===== src/rtl/npu_axi_pkg.sv =====
// Shared types and constants for the NPU AXI4 read-port arbiter.
package npu_axi_pkg;

  // Arbiter sequencing: pick a client, issue its AR, stream its R beats.
  typedef enum logic [1:0] {
    ST_IDLE = 2'd0,
    ST_ADDR = 2'd1,
    ST_DATA = 2'd2
  } rd_state_e;

  localparam logic [1:0] AXI_BURST_INCR = 2'b01;
  localparam logic [1:0] AXI_RESP_OKAY  = 2'b00;

  // err_code bit positions: {id_mismatch, resp_error, last_mismatch}
  localparam int unsigned ERR_BIT_LAST = 0;
  localparam int unsigned ERR_BIT_RESP = 1;
  localparam int unsigned ERR_BIT_ID   = 2;

endpackage


===== src/rtl/npu_rr_arbiter.sv =====
// Combinational round-robin picker: first requester at or after rr_ptr, wrapping.
module npu_rr_arbiter #(
  parameter int unsigned NUM_REQ = 4
) (
  input  logic [NUM_REQ-1:0]         req,
  input  logic [$clog2(NUM_REQ)-1:0] rr_ptr,
  output logic [NUM_REQ-1:0]         grant,
  output logic [$clog2(NUM_REQ)-1:0] grant_idx
);

  localparam int unsigned IW  = $clog2(NUM_REQ);
  localparam int unsigned IW1 = IW + 1;
  localparam logic [IW:0] NR_W = IW1'(NUM_REQ);

  logic [IW:0] cand;
  logic        found;

  // Scan candidates in priority order starting at rr_ptr; the one-bit-wider
  // sum lets the wrap work for non-power-of-two client counts.
  always_comb begin
    grant     = '0;
    grant_idx = '0;
    found     = 1'b0;
    cand      = '0;
    for (int unsigned i = 0; i < NUM_REQ; i++) begin
      cand = {1'b0, rr_ptr} + IW1'(i);
      if (cand >= NR_W) begin
        cand = cand - NR_W;
      end
      if (!found && req[cand[IW-1:0]]) begin
        found                  = 1'b1;
        grant[cand[IW-1:0]]    = 1'b1;
        grant_idx              = cand[IW-1:0];
      end
    end
  end

endmodule


===== src/rtl/npu_axi_rd_arbiter.sv =====
// Shares one AXI4 read master (AR/R) between NUM_REQ NPU DMA read clients,
// one burst at a time, with per-beat protocol checking.
module npu_axi_rd_arbiter
  import npu_axi_pkg::*;
#(
  parameter int unsigned NUM_REQ    = 4,
  parameter int unsigned ADDR_WIDTH = 32,
  parameter int unsigned DATA_WIDTH = 64,
  parameter int unsigned ID_WIDTH   = 4
) (
  input  logic                          m00_axi_aclk,
  input  logic                          m00_axi_areset,
  input  logic [NUM_REQ-1:0]            req_valid,
  output logic [NUM_REQ-1:0]            req_ready,
  input  logic [NUM_REQ*ADDR_WIDTH-1:0] req_addr,
  input  logic [NUM_REQ*8-1:0]          req_len,
  output logic [NUM_REQ-1:0]            rsp_valid,
  input  logic [NUM_REQ-1:0]            rsp_ready,
  output logic [DATA_WIDTH-1:0]         rsp_data,
  output logic                          rsp_last,
  output logic [ID_WIDTH-1:0]           m00_axi_arid,
  output logic [ADDR_WIDTH-1:0]         m00_axi_araddr,
  output logic [7:0]                    m00_axi_arlen,
  output logic [2:0]                    m00_axi_arsize,
  output logic [1:0]                    m00_axi_arburst,
  output logic                          m00_axi_arvalid,
  input  logic                          m00_axi_arready,
  input  logic [ID_WIDTH-1:0]           m00_axi_rid,
  input  logic [DATA_WIDTH-1:0]         m00_axi_rdata,
  input  logic [1:0]                    m00_axi_rresp,
  input  logic                          m00_axi_rlast,
  input  logic                          m00_axi_rvalid,
  output logic                          m00_axi_rready,
  output logic                          busy,
  output logic                          err,
  output logic [2:0]                    err_code,
  input  logic                          err_clr
);

  localparam int unsigned IW  = $clog2(NUM_REQ);
  localparam int unsigned IW1 = IW + 1;
  localparam logic [IW:0] NR_W     = IW1'(NUM_REQ);
  localparam logic [2:0]  AXI_SIZE = 3'($clog2(DATA_WIDTH / 8));

  rd_state_e               state_q, state_d;
  logic [IW-1:0]           rr_ptr_q, rr_ptr_d;
  logic [IW-1:0]           g_q, g_d;
  logic [ADDR_WIDTH-1:0]   addr_q, addr_d;
  logic [7:0]              len_q, len_d;
  logic [7:0]              cnt_q, cnt_d;
  logic                    err_q, err_d;
  logic [2:0]              err_code_q, err_code_d;

  logic [NUM_REQ-1:0]      win_grant;
  logic [IW-1:0]           win_idx;
  logic [ADDR_WIDTH-1:0]   addr_sel;
  logic [7:0]              len_sel;
  logic [IW:0]             g_inc;
  logic [2:0]              err_new;
  logic                    in_idle, in_addr, in_data;
  logic                    accept, r_hs;

  npu_rr_arbiter #(
    .NUM_REQ (NUM_REQ)
  ) u_arb (
    .req       (req_valid),
    .rr_ptr    (rr_ptr_q),
    .grant     (win_grant),
    .grant_idx (win_idx)
  );

  assign in_idle = (state_q == ST_IDLE);
  assign in_addr = (state_q == ST_ADDR);
  assign in_data = (state_q == ST_DATA);

  // Reset also masks the combinational accept so no grant leaks out while held.
  assign accept = in_idle && (|req_valid) && !m00_axi_areset;
  assign r_hs   = in_data && m00_axi_rvalid && rsp_ready[g_q];
  assign g_inc  = {1'b0, g_q} + IW1'(1);

  // Select the winning client's burst descriptor from the flat request buses.
  always_comb begin
    addr_sel = '0;
    len_sel  = '0;
    for (int unsigned i = 0; i < NUM_REQ; i++) begin
      if (win_grant[i]) begin
        addr_sel = req_addr[i*ADDR_WIDTH +: ADDR_WIDTH];
        len_sel  = req_len[i*8 +: 8];
      end
    end
  end

  // Burst sequencing, beat counting, round-robin pointer and error flags.
  always_comb begin
    state_d  = state_q;
    rr_ptr_d = rr_ptr_q;
    g_d      = g_q;
    addr_d   = addr_q;
    len_d    = len_q;
    cnt_d    = cnt_q;
    err_new  = '0;
    unique case (state_q)
      ST_IDLE: begin
        if (accept) begin
          addr_d  = addr_sel;
          len_d   = len_sel;
          g_d     = win_idx;
          state_d = ST_ADDR;
        end
      end
      ST_ADDR: begin
        if (m00_axi_arready) begin
          cnt_d   = '0;
          state_d = ST_DATA;
        end
      end
      ST_DATA: begin
        if (r_hs) begin
          cnt_d                 = cnt_q + 8'd1;
          err_new[ERR_BIT_RESP] = (m00_axi_rresp != AXI_RESP_OKAY);
          err_new[ERR_BIT_ID]   = (m00_axi_rid != ID_WIDTH'(g_q));
          err_new[ERR_BIT_LAST] = (m00_axi_rlast != (cnt_q == len_q));
          if (m00_axi_rlast) begin
            rr_ptr_d = (g_inc == NR_W) ? '0 : g_inc[IW-1:0];
            state_d  = ST_IDLE;
          end
        end
      end
      default: state_d = ST_IDLE;
    endcase
    // A fresh error in the same cycle as err_clr survives the clear.
    err_code_d = (err_code_q & {3{~err_clr}}) | err_new;
    err_d      = (err_q & ~err_clr) | (|err_new);
  end

  // State registers with asynchronous abort on reset.
  always_ff @(posedge m00_axi_aclk or posedge m00_axi_areset) begin
    if (m00_axi_areset) begin
      state_q    <= ST_IDLE;
      rr_ptr_q   <= '0;
      g_q        <= '0;
      addr_q     <= '0;
      len_q      <= '0;
      cnt_q      <= '0;
      err_q      <= 1'b0;
      err_code_q <= '0;
    end else begin
      state_q    <= state_d;
      rr_ptr_q   <= rr_ptr_d;
      g_q        <= g_d;
      addr_q     <= addr_d;
      len_q      <= len_d;
      cnt_q      <= cnt_d;
      err_q      <= err_d;
      err_code_q <= err_code_d;
    end
  end

  // R beats steered to the granted client only.
  always_comb begin
    rsp_valid = '0;
    if (in_data) begin
      rsp_valid[g_q] = m00_axi_rvalid;
    end
  end

  assign req_ready       = accept ? win_grant : '0;
  assign rsp_data        = in_data ? m00_axi_rdata : '0;
  assign rsp_last        = in_data && m00_axi_rlast;
  assign m00_axi_rready  = in_data && rsp_ready[g_q];
  assign m00_axi_arvalid = in_addr;
  assign m00_axi_araddr  = addr_q;
  assign m00_axi_arlen   = len_q;
  assign m00_axi_arid    = ID_WIDTH'(g_q);
  assign m00_axi_arsize  = AXI_SIZE;
  assign m00_axi_arburst = AXI_BURST_INCR;
  assign busy            = !in_idle;
  assign err             = err_q;
  assign err_code        = err_code_q;

endmodule


===== config.mk =====
export PLATFORM = sky130hd
export DESIGN_NAME = npu_axi_rd_arbiter
export DESIGN_NICKNAME = d
export VERILOG_FILES = /design/src/rtl/npu_axi_pkg.sv /design/src/rtl/npu_rr_arbiter.sv /design/src/rtl/npu_axi_rd_arbiter.sv
export SDC_FILE = /design/constraint.sdc
export NUM_CORES = 1
export LEC_CHECK = 0
export BUFFER_PORTS_ARGS = -buffer_cell sky130_fd_sc_hd__buf_2
export CORE_AREA = 2 2 146 148
export CTS_BUF_LIST = sky130_fd_sc_hd__clkbuf_8 sky130_fd_sc_hd__clkbuf_16
export CTS_CLUSTER_DIAMETER = 200
export DETAILED_ROUTE_END_ITERATION = 10
export DIE_AREA = 0 0 148 150
export GPL_ROUTABILITY_DRIVEN = 0
export PLACE_DENSITY = 0.59
export SETUP_SLACK_MARGIN = 0.3
export SLEW_MARGIN = 20
export SYNTH_ARGS = -nofsm -noshare
export SYNTH_HDL_FRONTEND = slang
export SYNTH_HIERARCHICAL = 1
export SYNTH_SLANG_ARGS = --single-unit

===== constraint.sdc =====
create_clock -name m00_axi_aclk -period 7.5 [get_ports m00_axi_aclk]
set_input_delay 1.5 -clock m00_axi_aclk [delete_from_list [all_inputs] [get_ports m00_axi_aclk]]
set_output_delay 1.5 -clock m00_axi_aclk [all_outputs]
set_load 0.01 [all_outputs]

==> results of run 1 <==
worst max-delay path, cell delays in order:
cell and delay, ps:
buf_2 140, mux4_2 590, nor2b_1 330, a22oi_1 170, o21ai_4 700, buf_4 370
and2_1 160, buf_2 140
sequential cells by signal, summed over array words and instances (netlist names):
signal and count:
err_code 3, m00_axi_araddr 32, cnt_q 8, state_q 2
err 1, m00_axi_arlen 8, g_q 2, rr_ptr_q 2
routing by layer:
metal | share of wire [%] | vias up | track usage, %
met4 | 0.85 | 2 | 3.62
met3 | 8.3 | 18 | 4.94
met2 | 52 | 257 | 32.6
li1 | - | 2631 | -
met1 | 39 | 2526 | 20.0
met5 | 0.064 | - | 0
layout by cell type, fill, tap and decap left out, types with 3 or more instances in the layout:
cell / Yosys / layout
buf_2: 6 / 365
ha_1: 10 / 10
and3_1: 3 / 3
clkbuf_16: 0 / 9
nand4_1: 5 / 5
conb_1: 2 / 7
nor2_1: 52 / 52
a31oi_1: 40 / 40
nand2_1: 47 / 47
a22oi_1: 8 / 8
inv_1: 50 / 49
xnor2_1: 8 / 8
nor2b_1: 6 / 4
mux4_2: 5 / 5
xor2_1: 8 / 8
nand3_1: 7 / 7
a211o_1: 40 / 40
buf_4: 7 / 6
o21ai_0: 9 / 7
a221oi_1: 39 / 39
dfrtp_1: 58 / 58
and2_1: 74 / 74
o21ai_4: 0 / 3
stage by stage:
| stage | worst slack [ps] | power (mW) | util (%) | cells | hold slack (ps) |
|---|---|---|---|---|---|
| after floorplan | 2680 | 1.80 | - | 564 | 525 |
| after global placement | 2010 | 2.41 | 31.9 | 1155 | 512 |
| after detailed placement | 1840 | 2.43 | 31.9 | 1155 | 516 |
| after CTS | 1820 | 2.92 | 33.5 | 1171 | 534 |
| after global routing | 1700 | 3.15 | 33.6 | 1172 | 550 |
| final | 1900 | 2.88 | 33.6 | 1173 | 533 |
report_power, final:
group	total (mW)	internal (mW)	leakage [nW]	switching (mW)
Sequential	0.574	0.453	0.696	0.121
Combinational	1.84	0.792	2.83	1.05
Clock	0.462	0.293	0.152	0.169
Total	2.88	1.54	3.68	1.34
Yosys cell counts, types with 2 or more instances:
cell type,instances,share of area (%)
nand3_1,7,0.77
o31ai_1,2,0.33
and3_1,3,0.41
and3b_1,2,0.39
buf_2,6,0.66
nor2_1,52,4.3
inv_1,50,4.1
o21ai_0,9,0.99
mux4_2,5,2.5
nor4_1,2,0.27
xor2_1,8,1.5
a221oi_1,39,7.5
conb_1,2,0.17
and2_1,74,10
and4_1,2,0.39
nor2b_1,6,0.83
nand2_1,47,3.9
buf_4,7,1.2
o2111ai_1,2,0.39
o22ai_1,2,0.27
clkbuf_1,41,3.4
a211o_1,40,7.7
xnor2_1,8,1.5
dfrtp_1,58,32
a31oi_1,40,5.5
ha_1,10,2.8
a21o_1,2,0.33
nand4_1,5,0.69
nand2b_1,2,0.27
a22oi_1,8,1.3
worst paths after layout:
check	start	endpoint	slack, ps	cells after the start
worst min-delay path	err_code[0]	err_code[0]	530	2
worst max-delay path	req_valid[2]	req_ready[1]	1900	8
worst max register to register	rr_ptr_q[0]	m00_axi_araddr[13]	3080	10
max in group asynchronous	m00_axi_areset	cnt_q[1]	5370	3
worst min register to register	err_code[0]	err_code[0]	530	2
min in group asynchronous	m00_axi_areset	m00_axi_araddr[29]	1160	2
cell type report:
type | count | area (sq um) | share of cell area, %
sequential | 58 | 1450 | 20.9
antenna | 1 | 2.50 | 0.0360
timing repair buffer | 372 | 1900 | 27.3
inverter | 50 | 188 | 2.70
tap | 275 | 344 | 4.95
clock buffer | 9 | 225 | 3.24
clock inverter | 7 | 101 | 1.46
multi-input combinational | 401 | 2740 | 39.4
kinds of logic after synthesis:
logic type / share of synthesized area (%)
other: 0.165
XOR/XNOR: 3.08
AO/OA/AOI/OAI: 25.6
AND/OR/NAND/NOR: 24.1
adder cells (fa/ha/maj): 2.75
buffers and inverters: 9.41
flip-flops: 31.9
multiplexers: 2.94
==> results by stage, run 1 <==
Run status:
- The flow ran to the end, and the final reports show no timing, DRC or antenna violations.

Clock network:
- CTS placed an instance of clkbuf_16 at the clock tree root.
- The H-tree generated during clock tree synthesis spans 3 levels.
- No sink is reached through more buffers than the 2 on the longest clock path.
- TritonCTS built the clock tree.
- After clock tree synthesis, the setup repair step added 0 buffers.
- The number of hold-repair buffers added at the cts stage is 0.
- The clock reaches the later pin of the worst-skew pair after 340 ps.
- Clock-pin slew was measured on the worst setup and hold paths at 60 ps.
- After clock tree synthesis, the repair step resized 0 gates.
- The total CTS buffers is 9.
- The clock sink count is 58.

Setup path:
- The maximum fanout along the worst path is 29.
- The worst path required time is 6000 ps.
- STA classifies the critical path startpoint as an input port.
- The worst setup path is captured at a primary output.
- The category of the critical setup timing path is in2out.
- The arrival time of data at the critical path endpoint is 4100 ps.

Timing:
- Summed over all failing endpoints, the final setup total negative slack is 0 ps.
- The maximum achievable frequency is 179 MHz.
- The number of setup violations in the final report is 0.
- Setup repair after global routing left no endpoint under its margin.
- The actual slew at the worst max-slew pin is 1010 ps.
- The total count of max-transition violations in the final report is 0.
- In the finished design, the share of the clock period the worst path needs comes to 74.7%.
- The number of endpoints with negative hold slack in the final report came to 0.
- The relative max-transition margin is 32.3%.
- The clock period could shrink to 5600 ps.
- On the final layout, the worst clock skew is 5.79 ps.

Floorplan:
- The core region is 20700 sq um.
- Measured along the y axis, the die boundary spans 150 microns.
- The initialized floorplan defines 53 standard-cell rows.
- The area of the die is 22200 sq um.
- The initial utilization of the core area, before any placement, comes to 22.0%.
- The number of top-level pins is 373.
- The width of the die is 148 microns.

Synthesis:
- The count of flip-flops with a built-in enable after synthesis is 0.
- The synthesized netlist contains 48 unique library cells.
- The cell area that synthesis handed to floorplanning was 4550 sq um.
- A synthesized cell averages 8.14 sq um.
- The async set or reset register ratio after synthesis is 100%.
- The number of synthesized register bits is 58.
- Synthesis produced a netlist whose cell count is 559.
- Sequential cells were found to cover 31.9% of the synthesized design area.
- The most used flip-flop cell after synthesis is dfrtp_1.
- During synthesis, Yosys emitted a total of 6 warnings.

GRT:
- Entering global routing, the biggest net connects 81 pins.
- The first global-routing pass estimated 29500 microns of wire.
- The combined global-route utilization of all metal layers is 17.6%.
- The via count of the first global-routing pass is 5172.
- The overall overflow remaining after global route is 0.
- The number of antenna violations at the first check in global routing came to 4.

Drt:
- The detailed-route DRC error count is 0.
- The total wirelength of the detailed-routed design is 20300 microns.
- In this run the remaining antenna-violating nets after routing total 0.
- The detailed router placed 5434 vias in this run.
- The first detailed-routing pass ran for 4 iterations.
- Using the TritonRoute via totals, the vias-per-cell ratio works out to 4.63.
- The detailed router finished its first iteration with 117 violations.
- The post-detailed-route wirelength per cell is 17.3 microns.

Cells and area:
- The synthesis-to-finish area growth is 52.9%.
- The post-layout net count is 1146.
- Fill cells in the final layout number 2274.
- The final standard cell area without fillers is 6960 sq um.
- Of the cells placed in the final design, the portion with a size suffix greater than 1 is 45.6%.

Min path:
- The path class of the lowest-slack min-delay path is reg2reg.

Power and ir drop:
- The maximum vdd drop is 0.000149 V.
- Power spread over the standard cell area amounts to 414 nW/um^2.
- The static leakage is 3.68 nW.

Placed design:
- After legalization and detailed placement, the total HPWL measured 15800 microns.
- The cell area after placement is 6600 sq um.
- The number of buffer cells added on primary ports is 365.

Job:
- Max-cap violations in this run came to 0.
Power figures use the tool's default switching activity.
==> inputs of run 2 (changes only) <==
--- a/config.mk
+++ b/config.mk
@@ -5,6 +5,7 @@
 export SDC_FILE = /design/constraint.sdc
 export NUM_CORES = 1
 export LEC_CHECK = 0
+export ABC_AREA = 1
 export BUFFER_PORTS_ARGS = -buffer_cell sky130_fd_sc_hd__buf_2
 export CORE_AREA = 2 2 146 148
 export CTS_BUF_LIST = sky130_fd_sc_hd__clkbuf_8 sky130_fd_sc_hd__clkbuf_16
@@ -12,7 +13,7 @@
 export DETAILED_ROUTE_END_ITERATION = 10
 export DIE_AREA = 0 0 148 150
 export GPL_ROUTABILITY_DRIVEN = 0
-export PLACE_DENSITY = 0.59
+export PLACE_DENSITY = 0.63
 export SETUP_SLACK_MARGIN = 0.3
 export SLEW_MARGIN = 20
 export SYNTH_ARGS = -nofsm -noshare
==> constraint.sdc (replaced) <==
create_clock -name m00_axi_aclk -period 4.9 [get_ports m00_axi_aclk]
set_input_delay 0.98 -clock m00_axi_aclk [delete_from_list [all_inputs] [get_ports m00_axi_aclk]]
set_output_delay 0.98 -clock m00_axi_aclk [all_outputs]
set_load 0.01 [all_outputs]
==> run 2 against run 1 <==
  * Clock power grew 28%
  * Worst setup slack got worse by 800 ps
  * Die area did not move
  * Clock skew fell by 0.66 ps
  * Register-to-register slack got worse by 1900 ps
  * First-iteration DRC count increased by 110%
  * Cell count grew 18%
  * Critical path depth is 3 higher
  * Critical endpoint unchanged
==> results by stage, run 2 <==
Timing:
- After layout, the minimum clock period comes to 3800 ps.
- The slack of the critical path is 1100 ps (-800 ps).
- The maximum clock skew at final layout is 5.13 ps (-0.662 ps).
- Timing would allow up to 263 MHz.
- The number of setup violations in the final report is 0 (unchanged).
- The setup TNS after final layout came to 0 ps (unchanged).
- The share of the clock period used by the worst path is 77.6%.
- Setup repair after global routing left no endpoint under its margin.
- The relative max-transition margin came to 26.5% (-5.8 points).
- The actual slew at the worst max-slew pin is 1100 ps (+86.4 ps).
- The number of endpoints with negative hold slack in the final report came to 0 (unchanged).
- The total count of max-transition violations in the final report is 0 (unchanged).

Min path:
- The path class of the lowest-slack min-delay path is reg2reg.

Cells and area:
- The post-layout net count came to 1352 (+18%).
- The area taken by flip-flops and latches is 1450 sq um (unchanged).
- The number of fillers in the final layout came to 2313 (+1.7%).
- The most common cell after layout, fill and taps aside is buf_2.
- From synthesis to final layout, the design area changed by 43.1%.
- The fraction of layout instances using a drive strength above 1 is 39.8% (-5.8 points).
- The final non-filler cell total is 1385 (+18%).
- The number of flip-flops in the largest register is 32 (unchanged).
- The multi-input gate area in the final layout is 2920 sq um (+6.3%).
- In the layout the commonest cells are 365 x buf_2, 161 x nand2_1, 143 x a21oi_1, 95 x nor2_1, 93 x inv_1.

GRT:
- The overall overflow remaining after global route was 0 (unchanged).
- The largest net degree at the start of global routing is 75 (-7.4%).
- The global-route wire length before repair is 33400 microns (+13%).
- The via count of the first global-routing pass was 6139 (+19%).
- The number of antenna violations at the first check in global routing came to 10 (+6).
- The combined global-route utilization of all metal layers came to 19.5% (+2.0 points).

Synthesis:
- The yosys synthesis warning count is 6 (unchanged).
- The gate count after technology mapping is 766 (+37%).
- The share of the yosys chip area belonging to registers is 28.5% (-3.4 points).
- By area the synthesized netlist is led by dfrtp_1 29%, a21oi_1 14%, nand2_1 12%.
- The cell type with the highest aggregate area in the netlist is dfrtp_1.
- The number of distinct standard cells referenced by the synthesized netlist is 36 (-25%).
- The share of the synthesized area in the top cell type is 28.5% (-3.4 points).
- The mean post-synth cell area is 6.64 sq um (-18%).
- The area of the mapped netlist is 5090 sq um (+12%).
- The async set or reset register ratio after synthesis is 100% (unchanged).
- The library cell with the highest instance count after synthesis is nand2_1.
- The number of synthesized register bits is 58 (unchanged).
- The most used flip-flop cell after synthesis is dfrtp_1.
- Ranked by instance count, the synthesized netlist is headed by 161 x nand2_1, 143 x a21oi_1, 95 x nor2_1, 94 x inv_1, 58 x dfrtp_1.
- The count of flip-flops with a built-in enable after synthesis is 0 (unchanged).

Floorplan:
- The starting density of the core is 24.6% (+2.6 points).
- The core outline area is 20700 sq um (unchanged).
- The number of cell rows is 53 (unchanged).
- The width of the die came to 148 microns (unchanged).
- The number of top-level pins is 373 (unchanged).
- The area of the die was 22200 sq um (unchanged).
- The die height is 150 microns (unchanged).

Placed design:
- The number of buffer cells added on primary ports is 365 (unchanged).
- The post-placement cell count came to 1362 (+18%).
- The setup slack after placement is 1200 ps (-640 ps).
- The half-perimeter wire length after placement is 17100 microns (+8.6%).

Job:
- The number of maximum-capacitance constraint violations is 0 (unchanged).

Power and ir drop:
- The maximum vdd drop came to 0.000311 V (+110%).
- The share of power burned in combinational logic came to 70.9% (+6.9 points).
- The clock network fraction of total power is 11.7% (-4.3 points).
- The static leakage is 4.15 nW (+13%).
- The reported net switching power was 2.77 mW (+110%).
- The switching fraction of total power is 54.6% (+8.0 points).
- The proportion of power drawn by flip-flops and latches is 17.4% (-2.5 points).
- The power density over the cells is 698 nW/um^2 (+69%).
- The internal portion of total power is 2.31 mW (+50%).

Drt:
- The routed via count divided by cell count was 4.62 (-0.31%).
- The number of detailed-routing iterations run before antenna repair is 5 (+1).
- The number of DRC violations after detailed-routing iteration 0 is 242 (+110%).
- The post-detailed-route wirelength per cell is 16.3 microns (-5.9%).
- The detailed-route DRC error count was 0 (unchanged).
- The number of vias after detailed routing is 6396 (+18%).
- The total wirelength of the detailed-routed design is 22600 microns (+11%).
- The post-route antenna net violation count came to 0 (unchanged).

Setup path:
- The critical path is of the reg2out type.
- The worst path required time was 3920 ps (-2080 ps).
- STA classifies the critical path endpoint as a primary output.
- The startpoint type of the worst setup path is a flop.
- The maximum fanout along the worst path was 16 (-45%).
- The arrival time of data at the critical path endpoint was 2820 ps (-1280 ps).

Clock network:
- The total CTS buffers is 9 (unchanged).
- The number of gates resized after cts is 0 (unchanged).
- The CTS tree is built.
- The root cell of the clock tree is clkbuf_16.
- The clock sink count was 58 (unchanged).
- The clock latency at the later pin of the worst-skew pair is 340 ps (about the same).
- The buffers inserted during post-CTS setup optimization is 0 (unchanged).
- The maximum buffer depth of the clock tree came to 2 (unchanged).
- The H-tree level count came to 3 (unchanged).
- The clock input transition at the sequential cells of the worst setup and hold paths was 50 ps (about the same).
- The number of hold-repair buffers added at the cts stage was 0 (unchanged).

Run status:
- The run finished with clean final reports.
-- run 2: power by group through the flow --
stage / registers [mW] / logic (mW) / clock network, mW
CTS: 0.886 / 3.64 / 0.616
detailed placement: 0.889 / 3.63 / 0
finish: 0.886 / 3.60 / 0.593
global placement: 0.887 / 3.59 / 0
global route: 0.915 / 4.02 / 0.633
floorplan: 0.932 / 2.54 / 0
-- run 2: logic make-up after synthesis --
group	Yosys count	share of synthesized area [%]
XOR/XNOR	8	1.38
flip-flops	58	28.5
other	2	0.148
AO/OA/AOI/OAI	218	25.6
adder cells (fa/ha/maj)	10	2.46
buffers and inverters	157	14.8
AND/OR/NAND/NOR	313	27.1
-- run 2: path summary, 6_finish.rpt --
kind	start	endpoint	slack, ps	depth (start not counted)
setup / recovery	rr_ptr_q[0]	req_ready[1]	1100	11
min in group asynchronous	m00_axi_areset	m00_axi_araddr[27]	760	2
hold / removal	err_code[1]	err_code[1]	490	2
hold reg to reg	err_code[1]	err_code[1]	490	2
setup reg to reg	rr_ptr_q[0]	m00_axi_araddr[24]	1190	13
max in group asynchronous	m00_axi_areset	m00_axi_arlen[2]	3210	3
-- run 2: per-stage QoR --
stage | hold WS (ps) | utilization, % | power, mW | area (sq um)
2_1_floorplan | 472 | - | 3.47 | 5100
3_3_place_gp | 464 | 33.8 | 4.48 | 6990
3_5_place_dp | 467 | 33.8 | 4.52 | 6990
4_1_cts | 481 | 35.1 | 5.14 | 7260
5_1_grt | 517 | 35.2 | 5.57 | 7280
6_report | 486 | 35.2 | 5.08 | 7280
-- run 2: cell type report --
cell class | count | share of cell area, %
diodes | 7 | 0.241
clock buffers | 10 | 3.28
clock inverters | 6 | 0.464
inverters | 101 | 5.48
multi-input cells | 556 | 40.1
flip-flops and latches | 58 | 19.9
well taps | 275 | 4.73
repair buffers | 372 | 25.8
-- run 2: worst max-delay path, cell delays in order (launching register included) --
cell and delay, ps:
dfrtp_1 660, inv_6 110, ha_1 380, inv_1 140
nand3_1 90, nand2_1 130, nor2_2 80, a21oi_1 160
nand3_2 380, inv_1 150, nor2_1 50, buf_2 150
-- run 2: routing by layer --
metal / GRT usage [%] / part of all wire [%] / wire length [microns]
met2: 35.9 / 51 / 11600
met5: 0 / 0.13 / 30
met1: 21.8 / 38 / 8680
met3: 4.70 / 7.3 / 1660
met4: 7.48 / 2.7 / 599
==> inputs of run 3 (changes only) <==
--- a/config.mk
+++ b/config.mk
@@ -5,7 +5,7 @@
 export SDC_FILE = /design/constraint.sdc
 export NUM_CORES = 1
 export LEC_CHECK = 0
-export ABC_AREA = 1
+export ABC_AREA = 0
 export BUFFER_PORTS_ARGS = -buffer_cell sky130_fd_sc_hd__buf_2
 export CORE_AREA = 2 2 146 148
 export CTS_BUF_LIST = sky130_fd_sc_hd__clkbuf_8 sky130_fd_sc_hd__clkbuf_16
@@ -13,7 +13,7 @@
 export DETAILED_ROUTE_END_ITERATION = 10
 export DIE_AREA = 0 0 148 150
 export GPL_ROUTABILITY_DRIVEN = 0
-export PLACE_DENSITY = 0.63
+export PLACE_DENSITY = 0.6
 export SETUP_SLACK_MARGIN = 0.3
 export SLEW_MARGIN = 20
 export SYNTH_ARGS = -nofsm -noshare
==> constraint.sdc (replaced) <==
create_clock -name m00_axi_aclk -period 3.2 [get_ports m00_axi_aclk]
set_input_delay 0.64 -clock m00_axi_aclk [delete_from_list [all_inputs] [get_ports m00_axi_aclk]]
set_output_delay 0.64 -clock m00_axi_aclk [all_outputs]
set_load 0.01 [all_outputs]
==> run 3 against run 2 <==
  * Clock skew increased by 4.0 ps
  * Utilization is 1.5 points higher
  * Register-to-register slack worse by 1100 ps
  * First-iteration DRC count is 38% lower
  * Via count shrank 11%
  * Sequential cell count did not move
  * Combinational power is 51% higher
  * Clock power is 97% higher
  * Worst setup slack got worse by 1000 ps
  * Sequential share of layout area decreased by 0.82 points
  * Final area up 4.4%
  * Non-clock buffer count increased by 36
  * Critical path type is now reg2reg
  * Critical endpoint is now m00_axi_araddr[6]
  * Largest power group unchanged
==> results by stage, run 3 (synthesis gave the netlist of run 1 again) <==
Drt:
- The post-route antenna net violation count is 0 (unchanged).
- The number of vias after detailed routing was 5685 (-11%).
- The routed via count divided by cell count was 4.71 (+2.0%).
- The number of DRC violations after detailed-routing iteration 0 is 149 (-38%).
- The number of detailed-routing iterations run before antenna repair came to 5 (unchanged).
- The total wirelength of the detailed-routed design was 21300 microns (-5.5%).
- The post-detailed-route wirelength per cell was 17.7 microns (+8.4%).
- The detailed-route DRC error count is 0 (unchanged).

Placed design:
- The number of buffer cells added on primary ports is 365 (unchanged).
- The half-perimeter wire length after placement came to 16000 microns (-6.7%).

GRT:
- The number of antenna violations at the first check in global routing is 3 (-7).
- The overall overflow remaining after global route is 0 (unchanged).
- The via count of the first global-routing pass is 5253 (-14%).
- The combined global-route utilization of all metal layers was 17.5% (-2.1 points).
- The global-route wire length before repair was 29700 microns (-11%).
- The largest net degree at the start of global routing is 69 (-8.0%).

Floorplan:
- The number of cell rows is 53 (unchanged).
- The area of the die was 22200 sq um (unchanged).
- The number of top-level pins is 373 (unchanged).
- The die height is 150 microns (unchanged).
- The core outline area is 20700 sq um (unchanged).
- The width of the die is 148 microns (unchanged).
- The starting density of the core is 22.0% (-2.6 points).

Setup path:
- In this run the critical register-to-register path is launched from rr_ptr_q[0].
- Walking the worst path, the cells encountered are buf_4 > mux4_2 > nor4b_4 > a22oi_1 > o21ai_1 > buf_4 > buf_6 > buf_6 > nor2b_4 > buf_12 > clkbuf_16 > a221oi_2 > a211o_1 > a31oi_1.
- The source of the critical timing path is rr_ptr_q[0].
- The critical path capture point type is a flop.
- The depth of the most critical reg-to-reg path was 14 (+1).
- The reg2reg setup slack came to 100 ps (-1090 ps).
- The maximum fanout along the worst path is 7 (-9).
- The delay of the slowest cell on the worst path is 560 ps (-100 ps).
- The critical path in this run is classified as reg2reg.
- The cell family contributing the most delay on the critical path is compound AO/OA/AOI/OAI gates.
- The endpoint identified for the worst register-to-register timing path is m00_axi_araddr[6].
- The critical path buffer and inverter count was 6 (+2).
- The worst setup path is launched from a flop.
- The slowest stage of the critical path is the mux4_2 cell.
- The arrival time of data at the critical path endpoint is 3340 ps (+520 ps).
- The worst path required time came to 3440 ps (-480 ps).
- The number of stages on the worst setup path is 14 (+3).

Timing:
- The routed design could run at a clock period as short as 3100 ps.
- The worst hold margin was 453 ps (-33.0 ps).
- The number of endpoints with negative hold slack in the final report is 0 (unchanged).
- The maximum clock skew at final layout is 9.08 ps (+3.95 ps).
- The setup TNS after final layout is 0 ps (unchanged).
- The total count of max-transition violations in the final report is 0 (unchanged).
- The number of setup violations in the final report is 0 (unchanged).
- The relative max-transition margin was 52.0% (+26 points).
- The share of the clock period used by the worst path is 96.8%.
- Setup repair after global routing could not meet its margin everywhere.
- The actual slew at the worst max-slew pin came to 720 ps (-381 ps).
- Timing would allow up to 323 MHz.

Min path:
- The path class of the lowest-slack min-delay path is in2async.

Cells and area:
- The antenna diode instance count is 0 (-7).
- The number of fillers in the final layout was 2187 (-5.4%).
- The fraction of layout instances using a drive strength above 1 came to 51.3% (+11 points).
- The most common cell after layout, fill and taps aside is buf_2.
- Compared with the post-synthesis result, the final layout area differs by 67.0%.
- The library cells used most frequently in the layout, excluding fill and tap cells, are 363 x buf_2, 70 x and2_1, 57 x dfrtp_1, 52 x nor2_1.
- The number of flip-flops in the largest register came to 32 (unchanged).
- The post-layout net count came to 1182 (-13%).

Clock network:
- The clock sink count is 58 (unchanged).
- The maximum buffer depth of the clock tree is 2 (unchanged).
- The clock latency at the later pin of the worst-skew pair is 340 ps (about the same).
- The tree is rooted in a clkbuf_16.
- The CTS tree is built.
- The total CTS buffers is 9 (unchanged).
- The H-tree level count is 3 (unchanged).
- The clock input transition at the sequential cells of the worst setup and hold paths came to 50 ps (about the same).

Power and ir drop:
- The power density over the cells came to 1040 nW/um^2 (+50%).
- The overall power consumption is 7.93 mW (+56%).
- The maximum vdd drop is 0.000506 V (+63%).
- The static leakage was 4.01 nW (-3.3%).

Job:
- The number of maximum-capacitance constraint violations is 0 (unchanged).

Run status:
- The run finished with clean final reports.
-- run 3: cell count changes in the layout (fill, tap and decap cells not counted), sizes merged, moves of 49 or more --
cell	delta
nand2	-123
nor2	-50
inv	-49
and2	+75
a21oi	-159
-- run 3: repair_timing --
item,CTS,global route
endpoints found under the setup margin,44,44
setup buffers,13,7
gates resized for setup,10,30
pin swaps,3,55
cloned,0,4
hold buffers,0,0
-- run 3: how the worst max path moves through the flow --
stage	endpoint	slack (ps)
floorplan	req_ready[1]	270
global placement	req_ready[0]	70
detailed placement	m00_axi_araddr[6]	-40
CTS	req_ready[1]	90
global route	m00_axi_araddr[16]	-30
finish	m00_axi_araddr[6]	100
-- run 3: power by group --
group / internal [mW] / switching (mW) / total, mW
logic: 2.58 / 2.87 / 5.45
registers: 1.06 / 0.246 / 1.31
clock network: 0.800 / 0.371 / 1.17
-- run 3: layer usage --
layer | up-vias | track usage, % | part of all wire (%)
li1 | 2701 | - | -
met2 | 289 | 31.2 | 51
met4 | 4 | 4.71 | 1.3
met3 | 21 | 5.12 | 8.7
met1 | 2670 | 20.4 | 39
met5 | - | 0 | 0.13
-- run 3: layout make-up --
type                            count  area [sq um]  area share [%]
Tap cell                          275           344            4.53
Clock buffer                       11           253            3.33
Timing Repair Buffer              408          2320            30.6
Sequential cell                    58          1450            19.1
Inverter                           50           190            2.50
Multi-Input combinational cell    401          2940            38.6
Clock inverter                      4          98.8            1.30
-- run 3: metrics by stage --
step                utilization (%)  std cells  setup WS [ps]  instance area (sq um)
global route                   36.7       1207          -30.2                   7600
finish                         36.7       1207            102                   7600
detailed placement             32.8       1168          -43.0                   6790
CTS                            35.1       1196           94.2                   7270
floorplan                         -        564            266                   4660
global placement               32.8       1168           72.5                   6790
